### src/rtl/key_event_arbiter_if.sv
// Event stream between the key arbiter (master) and the mode/time-setting logic (slave).
interface key_event_arbiter_if;
  localparam int unsigned CODE_W = 3;

  logic              evt_valid;
  logic [CODE_W-1:0] evt_code;
  logic              evt_repeat;
  logic              evt_ready;

  modport master (output evt_valid, output evt_code, output evt_repeat, input evt_ready);
  modport slave  (input evt_valid, input evt_code, input evt_repeat, output evt_ready);
endinterface

### src/rtl/key_event_arbiter.sv
// Buffers one-cycle press pulses from 8 keys and serialises them round-robin onto a
// valid/ready event stream, counting lost presses. Hold-to-repeat built under KEY_REPEAT_EN.
module key_event_arbiter #(
  parameter int unsigned REPEAT_DELAY = 25_000_000,
  parameter int unsigned REPEAT_RATE  = 5_000_000
) (
  input  logic                CLK_50M,
  input  logic                RST_N,
  input  logic [7:0]          key_pulse,
  input  logic [7:0]          key_level,
  key_event_arbiter_if.master evt,
  output logic [7:0]          drop_cnt
);
  localparam int unsigned N_KEYS = 8;
  localparam int unsigned CODE_W = 3;
  localparam int unsigned CNT_W  = 8;
  localparam int unsigned SUM_W  = CNT_W + 1;
  localparam int unsigned LOST_W = 4;
  localparam int unsigned TMR_W  = 25;
  localparam logic [CNT_W-1:0] CNT_MAX = '1;

  logic [N_KEYS-1:0] r_pend;
  logic [CODE_W-1:0] r_last_code;
  logic              r_valid;
  logic [CODE_W-1:0] r_code;
  logic [CNT_W-1:0]  r_drop_cnt;

  logic              w_load;
  logic              w_load_press;
  logic              w_load_rpt;
  logic              w_win_found;
  logic [CODE_W-1:0] w_win_code;
  logic [CODE_W-1:0] w_cand;
  logic [N_KEYS-1:0] w_clr;
  logic [N_KEYS-1:0] w_lost;
  logic [N_KEYS-1:0] w_pend_nxt;
  logic [LOST_W-1:0] w_lost_num;
  logic [SUM_W-1:0]  w_drop_sum;
  logic [CNT_W-1:0]  w_drop_nxt;
  logic              w_rpt_avail;
  logic [CODE_W-1:0] w_rpt_code;

  assign w_load = !r_valid || evt.evt_ready;

  // Round-robin search starting just after the last loaded press.
  always_comb begin
    w_win_found = 1'b0;
    w_win_code  = '0;
    w_cand      = '0;
    for (int unsigned i = 1; i <= N_KEYS; i++) begin
      w_cand = r_last_code + CODE_W'(i);
      if (!w_win_found && r_pend[w_cand]) begin
        w_win_found = 1'b1;
        w_win_code  = w_cand;
      end
    end
  end

  assign w_load_press = w_load && w_win_found;
  assign w_load_rpt   = w_load && !w_win_found && w_rpt_avail;
  assign w_clr        = w_load_press ? (N_KEYS'(1) << w_win_code) : '0;
  assign w_pend_nxt   = (r_pend & ~w_clr) | key_pulse;
  assign w_lost       = key_pulse & r_pend & ~w_clr;

  always_comb begin
    w_lost_num = '0;
    for (int unsigned i = 0; i < N_KEYS; i++) begin
      w_lost_num = w_lost_num + LOST_W'(w_lost[i]);
    end
  end

  assign w_drop_sum = SUM_W'(r_drop_cnt) + SUM_W'(w_lost_num);
  assign w_drop_nxt = (w_drop_sum > SUM_W'(CNT_MAX)) ? CNT_MAX : w_drop_sum[CNT_W-1:0];

  // Pending set, drop counter and output register; code is kept when the register empties.
  always_ff @(posedge CLK_50M or negedge RST_N) begin
    if (!RST_N) begin
      r_pend      <= '0;
      r_last_code <= '1;
      r_valid     <= 1'b0;
      r_code      <= '0;
      r_drop_cnt  <= '0;
    end else begin
      r_pend     <= w_pend_nxt;
      r_drop_cnt <= w_drop_nxt;
      if (w_load_press) begin
        r_valid     <= 1'b1;
        r_code      <= w_win_code;
        r_last_code <= w_win_code;
      end else if (w_load_rpt) begin
        r_valid <= 1'b1;
        r_code  <= w_rpt_code;
      end else if (w_load) begin
        r_valid <= 1'b0;
      end
    end
  end

  assign evt.evt_valid = r_valid;
  assign evt.evt_code  = r_code;
  assign drop_cnt      = r_drop_cnt;

`ifdef KEY_REPEAT_EN
  typedef enum logic {RPT_IDLE, RPT_ARMED} rpt_state_e;

  rpt_state_e        r_rpt_state;
  rpt_state_e        w_rpt_state_nxt;
  logic [CODE_W-1:0] r_rpt_key;
  logic [CODE_W-1:0] w_rpt_key_nxt;
  logic [TMR_W-1:0]  r_timer;
  logic [TMR_W-1:0]  w_timer_nxt;
  logic              r_rpt_pend;
  logic              w_rpt_pend_nxt;
  logic              r_repeat;

  always_ff @(posedge CLK_50M or negedge RST_N) begin
    if (!RST_N) begin
      r_rpt_state <= RPT_IDLE;
      r_rpt_key   <= '0;
      r_timer     <= '0;
      r_rpt_pend  <= 1'b0;
    end else begin
      r_rpt_state <= w_rpt_state_nxt;
      r_rpt_key   <= w_rpt_key_nxt;
      r_timer     <= w_timer_nxt;
      r_rpt_pend  <= w_rpt_pend_nxt;
    end
  end

  // A loaded press always re-arms; otherwise release disarms, else the timer runs.
  always_comb begin
    w_rpt_state_nxt = r_rpt_state;
    w_rpt_key_nxt   = r_rpt_key;
    w_timer_nxt     = r_timer;
    w_rpt_pend_nxt  = r_rpt_pend;
    if (w_load_press) begin
      w_rpt_state_nxt = RPT_ARMED;
      w_rpt_key_nxt   = w_win_code;
      w_timer_nxt     = TMR_W'(REPEAT_DELAY);
      w_rpt_pend_nxt  = 1'b0;
    end else begin
      case (r_rpt_state)
        RPT_IDLE: begin
          w_rpt_pend_nxt = 1'b0;
        end
        RPT_ARMED: begin
          if (key_level[r_rpt_key]) begin
            w_rpt_state_nxt = RPT_IDLE;
            w_timer_nxt     = '0;
            w_rpt_pend_nxt  = 1'b0;
          end else begin
            if (w_load_rpt) begin
              w_rpt_pend_nxt = 1'b0;
            end
            if (r_timer <= TMR_W'(1)) begin
              w_rpt_pend_nxt = 1'b1;
              w_timer_nxt    = TMR_W'(REPEAT_RATE);
            end else begin
              w_timer_nxt = r_timer - TMR_W'(1);
            end
          end
        end
      endcase
    end
  end

  always_ff @(posedge CLK_50M or negedge RST_N) begin
    if (!RST_N) begin
      r_repeat <= 1'b0;
    end else if (w_load) begin
      r_repeat <= w_load_rpt;
    end
  end

  assign w_rpt_avail    = r_rpt_pend;
  assign w_rpt_code     = r_rpt_key;
  assign evt.evt_repeat = r_repeat;
`else
  logic w_unused_cfg;

  assign w_rpt_avail    = 1'b0;
  assign w_rpt_code     = '0;
  assign evt.evt_repeat = 1'b0;
  assign w_unused_cfg   = ^{key_level, TMR_W'(REPEAT_DELAY), TMR_W'(REPEAT_RATE)};
`endif

endmodule

### src/flat_wrapper.sv
// flat-port wrapper written by rule: the top's interface ports become plain ports
module key_event_arbiter_flat 
#(
  parameter int unsigned REPEAT_DELAY = 25_000_000,
  parameter int unsigned REPEAT_RATE  = 5_000_000
)
  (CLK_50M, RST_N, key_pulse, key_level, drop_cnt, evt_evt_valid, evt_evt_code, evt_evt_repeat, evt_evt_ready);
  key_event_arbiter_if evt_i ();
  input  logic CLK_50M;
  input  logic RST_N;
  input  logic [7:0] key_pulse;
  input  logic [7:0] key_level;
  output logic [7:0] drop_cnt;
  output wire logic [$bits(evt_i.evt_valid)-1:0] evt_evt_valid;
  output wire logic [$bits(evt_i.evt_code)-1:0] evt_evt_code;
  output wire logic [$bits(evt_i.evt_repeat)-1:0] evt_evt_repeat;
  input wire logic [$bits(evt_i.evt_ready)-1:0] evt_evt_ready;
  assign evt_evt_valid = evt_i.evt_valid;
  assign evt_evt_code = evt_i.evt_code;
  assign evt_evt_repeat = evt_i.evt_repeat;
  assign evt_i.evt_ready = evt_evt_ready;
  key_event_arbiter #(.REPEAT_DELAY(REPEAT_DELAY), .REPEAT_RATE(REPEAT_RATE)) u_core (.CLK_50M(CLK_50M), .RST_N(RST_N), .key_pulse(key_pulse), .key_level(key_level), .evt(evt_i), .drop_cnt(drop_cnt));
endmodule
### config.mk
export PLATFORM = sky130hd
export DESIGN_NAME = key_event_arbiter_flat
export DESIGN_NICKNAME = d
export VERILOG_FILES = /design/src/rtl/key_event_arbiter_if.sv /design/src/rtl/key_event_arbiter.sv /design/src/flat_wrapper.sv
export SDC_FILE = /design/constraint.sdc
export NUM_CORES = 1
export LEC_CHECK = 0
export ABC_AREA = 1
export BUFFER_PORTS_ARGS = -buffer_cell sky130_fd_sc_hd__buf_4
export CAP_MARGIN = 20
export CORE_UTILIZATION = 33
export DETAILED_ROUTE_END_ITERATION = 8
export SLEW_MARGIN = 20
export SYNTH_ARGS = -nofsm -noshare
export SYNTH_HDL_FRONTEND = slang
export SYNTH_SLANG_ARGS = --single-unit
### constraint.sdc
create_clock -name CLK_50M -period 5.8 [get_ports CLK_50M]
set_clock_uncertainty 0.1 [all_clocks]
set_input_delay 1.16 -clock CLK_50M [delete_from_list [all_inputs] [get_ports CLK_50M]]
set_output_delay 1.16 -clock CLK_50M [all_outputs]
set_load 0.05 [all_outputs]
# After elaboration in Yosys (flattened, before gate mapping)
# Index checks and enable logic that the tools add are counted.
totals:
  register_bits: 23
  elab_cells: 89
op_classes:
  addsub: 15
  magnitude_cmp: 9
  shifts: 1
  mux: 36
  n_bitwise: 5
  reduce_logical: 18
op_table:
  columns: ["operator", "n"]
  rows:
  - ["$lt 3x4->1 const B", 8]
  - ["$add 4x1->4", 6]
  - ["$and 8x8->8", 3]
  - ["$bmux 1 s3", 8]
  - ["$mux 3", 8]
  - ["$mux 1", 18]
  - ["$mux 8", 2]
  - ["$add 3x3->3 const B", 4]
  - ["$add 8x4->9", 1]
  - ["$gt 9x8->1 const B", 1]
  - ["$logic_and 1x1->1", 8]
  - ["$logic_not 1->1", 8]
  - ["$not 8->8", 1]
  - ["$or 8x8->8", 1]
  - ["$shl 1x3->8 const A", 1]
  - ["$add 3x2->3 const B", 2]
  - ["$add 3x1->3 const B", 1]
  - ["$add 1x1->2", 1]
  - ["$reduce_bool 2->1", 1]
  - ["$logic_or 1x1->1", 1]

# Longest topological paths before layout
logic_depth:
  ltp_word: 39
  mapped_depth: 37
  mapped_depth_nobuf: 36

# Worst setup path before layout
# Ideal clock, no wire load.
synth_path:
  path_kind: "register -> register"
  start: "reg u_core.r_last_code[1]"
  end: "reg u_core.r_drop_cnt[7] (netlist: u_core.drop_cnt[7])"
  setup_time_ps: 120
  arrival_ps: 5839
  t_required_ps: 5580
  path_slack_ps: -260
  path_stages_with_launch: 33
  path_buffers: 2
  path_cell_list: "dfstp_2 > buf_4 > inv_2 > ha_1 > buf_4 > clkinv_1 > nand3_1 > nand3_1 > nand2_4 > inv_2 > nand4_1 > nand2_1 > nor2_1 > nand2_1 > nor2_1 > nand3_2 > nor2_2 > a21oi_1 > ha_1 > inv_1 > fa_1 > fa_1 > fa_1 > fa_1 > xnor2_1 > ha_1 > a21oi_1 > and2_1 > nor2_1 > o21ai_0 > nor2_1 > o21ai_0 > inv_1"
synth_via:
  elab_chain_cells: 39
synth_rtl:
  columns: ["item", "line", "rtl"]
  rows:
  - ["from (decl)", "key_event_arbiter.sv:23", "logic [CODE_W-1:0] r_last_code;"]
  - ["from (signal assigned)", "key_event_arbiter.sv:89", "r_last_code <= w_win_code;"]
  - ["$add 3x1->3", "key_event_arbiter.sv:51", "w_cand = r_last_code + CODE_W'(i);"]
  - ["$bmux 1 s3", "key_event_arbiter.sv:52", "if (!w_win_found && r_pend[w_cand]) begin"]
  - ["$mux 1 (not written as such)", "key_event_arbiter.sv:52", null]
  - ["$mux 1", "key_event_arbiter.sv:52", null]
  - ["$logic_not 1->1", "key_event_arbiter.sv:52", null]
  - ["$logic_and 1x1->1", "key_event_arbiter.sv:52", null]
  - ["$mux 1", "key_event_arbiter.sv:52", null]
  - ["$logic_not 1->1", "key_event_arbiter.sv:52", null]
  - ["[... 20 more ...]", null, null]
  - ["$and 8x8->8 *", "key_event_arbiter.sv:63", "assign w_lost = key_pulse & r_pend & ~w_clr;"]
  - ["$add 1x1->2", "key_event_arbiter.sv:68", "w_lost_num = w_lost_num + LOST_W'(w_lost[i]);"]
  - ["$add 4x1->4 (5 in series)", "key_event_arbiter.sv:68", null]
  - ["$add 4x1->4 *", "key_event_arbiter.sv:68", null]
  - ["$add 8x4->9 *", "key_event_arbiter.sv:72", "assign w_drop_sum = SUM_W'(r_drop_cnt) + SUM_W'(w_lost_num);"]
  - ["$gt 9x8->1", "key_event_arbiter.sv:73", "assign w_drop_nxt = (w_drop_sum > SUM_W'(CNT_MAX)) ? CNT_MAX : w_drop_sum[CNT_W-1:0];"]
  - ["$mux 8 *", "key_event_arbiter.sv:73", null]
  - ["via u_core.w_drop_nxt[7]", "key_event_arbiter.sv:39", "logic [CNT_W-1:0] w_drop_nxt;"]
  - ["to (signal assigned)", "key_event_arbiter.sv:85", "r_drop_cnt <= w_drop_nxt;"]
  - ["to (decl)", "key_event_arbiter.sv:26", "logic [CNT_W-1:0] r_drop_cnt;"]
# Mark *: on every way through the listed nets, which the timed path passes. The rest lies on a longest branch. The select of a mux whose other input is x is not followed.
# A chain may end at the register's enable or synchronous reset.

# Worst setup path after layout
# Ends and elaborated chain as after synthesis.

==> impl_metrics.ini <==
[clocking]
cts_hold_buf = 0
h-tree-depth = 1
root_buffer = clkbuf_8
clk_path_buf_depth = 2
cts_buffers = 3
clk-insertion-delay-late_ns = 0.26
path_clk_slew_ns = 0.08
cts_tree = yes
cts.sinks = 23

[grt]
overflow = 0
busiest_layer = met2
grt_pass1_wl_um = 9600
use_met1_pct = 21.6
grt_use_met2_pct = 30.0
antenna_found_initial = 0
grt_pass1_vias = 2120
grt_start_max_net_pins = 24
grt_use_total_pct = 16.6
grt_use_met3_pct = 1.47

[placed_design]
dpl-instance-area_sq_um = 2800
hpwl_um = 4490
place.gp.congestion = 0.909
port-buffer-count = 22

[routing]
detail-route-antenna-nets = 0
drc = 0
first_iter_violations = 85
wl_per_cell_um = 12.7
viasPerCell = 4.87
wirelength_um = 5860
dr.pass1.iters = 4
dr_total_vias = 2245

[worst_hold_path]
min_path_cells = 2
hold_path.class = flip-flop to flip-flop

[timing]
hold-worst-slack_ns = 0.394
fin_ws_ns = -0.0982
tns_ns = -0.382
hold_viol = 0
rsz0062_at_grt = true
period_share_pct = 102
fmax_mhz = 170
min_period_ns = 5.90
finalSetupViolations = 8
drv_slew = 0

[synthesis]
ys_async_sr_fraction_pct = 100
ys_top_cells_by_area = dfrtp_1 22%, nand2_1 15%, nand3_1 9.4%
ys_types = 35
syn_nets = 352
ys_top_cells_by_count = 90 x nand2_1, 42 x nand3_1, 34 x inv_1
synth_edf_count = 0
ys_ff_latch = 23
syn_inst = 319
synth_top_area_share_pct = 22.3
synth_area_sq_um = 2250
yosys_warnings = 0
ys.flop_type = dfrtp_1
synth_largest_area_cell = dfrtp_1
seq_area_frac_synth_pct = 25.8
syn_avg_cell_area_sq_um = 7.04
yosysMostFrequentCell = nand2_1

[die]
core-area_sq_um = 6460
io_pins = 32
die_h_um = 84.5
die_area_sq_um = 7140
std_cell_rows = 29
die_w_um = 84.5
start_util_pct = 34.8

[outcome]
status = finished with violations
violations = negative setup slack

[cells_and_area]
drive_gt1_share_pct = 43.0
nNetsFinal = 418
area_growth_pct = 41.7
fillerInstances = 625
num_antenna_cells = 0
finalInstanceArea_sq_um = 3180

[job]
drv_cap = 0

[setup_path]
critical_path.top_delay_family = adder cells
worst-path-stages = 30
critPathKind = flip-flop to flip-flop
startpoint_type = flip-flop
cp.arrival_ns = 5.96
rr_endpoint = u_core.drop_cnt[7]$_DFF_PN0_
worstSetupStartpoint = u_core.r_last_code[1]$_DFFE_PN1P_
rrSetupSlack_ns = -0.1
reg2reg_from = u_core.r_last_code[1]$_DFFE_PN1P_
critical_path.max_stage_delay_ns = 0.62
cp_num_buf_inv = 5
ff2ff_path_depth = 30
endpoint_kind = flip-flop
setup.worst_path.end = u_core.drop_cnt[7]$_DFF_PN0_
required_ns = 5.86
cpMaxStageDelayCell = fa_2
path_max_fanout = 6
[logic make-up (layout without fill, tap and decap cells)]
| logic type | Yosys count | after routing | synth area share, % |
|---|---|---|---|
| AO/OA/AOI/OAI | 25 | 25 | 6.41 |
| adder cells (fa/ha/maj) | 14 | 14 | 9.47 |
| other | 1 | 1 | 0.167 |
| flip-flops | 23 | 23 | 25.8 |
| XOR/XNOR | 5 | 5 | 1.95 |
| AND/OR/NAND/NOR | 200 | 201 | 46.1 |
| buffers and inverters | 51 | 115 | 10.1 |
[layout make-up]
type                            instances  area (sq um)  share of cell area [%]
Multi-Input combinational cell        246          1760                    55.2
Clock inverter                          1          7.51                   0.236
Sequential cell                        23           579                    18.2
Clock buffer                            3          41.3                    1.30
Inverter                               45           189                    5.94
Timing Repair Buffer                   66           512                    16.1
Tap cell                               77          96.3                    3.03
[worst reg2reg max path, delay by kind of cell, from the launching register on]
| family | cells | cell delay (ns) |
|---|---|---|
| adders and majority gates | 7 | 2.95 |
| and+or+nand+nor | 15 | 1.61 |
| DFF | 1 | 0.58 |
| buffers and inverters | 5 | 0.32 |
| AOI/OAI and AO/OA | 3 | 0.22 |
[worst min path at each step]
stage	startpoint	to	slack, ns
2_1_floorplan	u_core.r_pend[1]$_DFF_PN0_	u_core.r_pend[1]$_DFF_PN0_	0.38
3_3_place_gp	u_core.evt.evt_code[0]$_DFFE_PN0P_	u_core.evt.evt_code[0]$_DFFE_PN0P_	0.37
3_5_place_dp	u_core.evt.evt_code[1]$_DFFE_PN0P_	u_core.evt.evt_code[1]$_DFFE_PN0P_	0.38
4_1_cts	u_core.evt.evt_code[1]$_DFFE_PN0P_	u_core.evt.evt_code[1]$_DFFE_PN0P_	0.40
5_1_grt	u_core.evt.evt_code[2]$_DFFE_PN0P_	u_core.evt.evt_code[2]$_DFFE_PN0P_	0.43
6_report	u_core.evt.evt_code[1]$_DFFE_PN0P_	u_core.evt.evt_code[1]$_DFFE_PN0P_	0.39
[cell usage in the layout (no fill, tap or decap), drive strengths merged]
cell and count:
nand2 103, buf 66, nand3 52, inv 43
nor2 32, dfrtp 20, o21ai 17, nand4 9
ha 9, fa 5, a21oi 4, nor3 3
o21bai 3, clkbuf 3, dfstp 3, xnor2 3
clkinv 2, xor2 2, a31oi 1, and2 1
nand3b 1, conb 1, clkinvlp 1
[flip-flops by register name (all words and copies together) (netlist names)]
| register | cells |
|---|---|
| u_core.evt.evt_valid | 1 |
| u_core.evt.evt_code | 3 |
| u_core.r_last_code | 3 |
| u_core.r_pend | 8 |
| u_core.drop_cnt | 8 |
[per-layer routing]
| layer | up-vias | wire length (um) |
|---|---|---|
| met5 | - | 0 |
| met1 | 1057 | 2630 |
| met2 | 26 | 3080 |
| met3 | 2 | 126 |
| met4 | 0 | 23 |
| li1 | 1160 | - |
[metrics by stage]
stage	setup slack (ns)	instances	utilization, %
after floorplan	0.0330	319	-
after global placement	-0.0738	446	43.4
after detailed placement	-0.113	446	43.4
after CTS	0.00837	452	44.5
after global routing	-0.403	461	49.3
final	-0.0982	461	49.3
[what timing repair did]
item / 4_1_cts / 5_1_grt
gates cloned: 0 / 1
buffers inserted: 2 / 8
pin swaps: 7 / 36
gates resized for setup: 2 / 55
setup endpoints to repair: 8 / 8
Power is left out: the tool's default activity adds up to more than one toggle a clock period on the data nets, which glitch-free logic cannot reach.
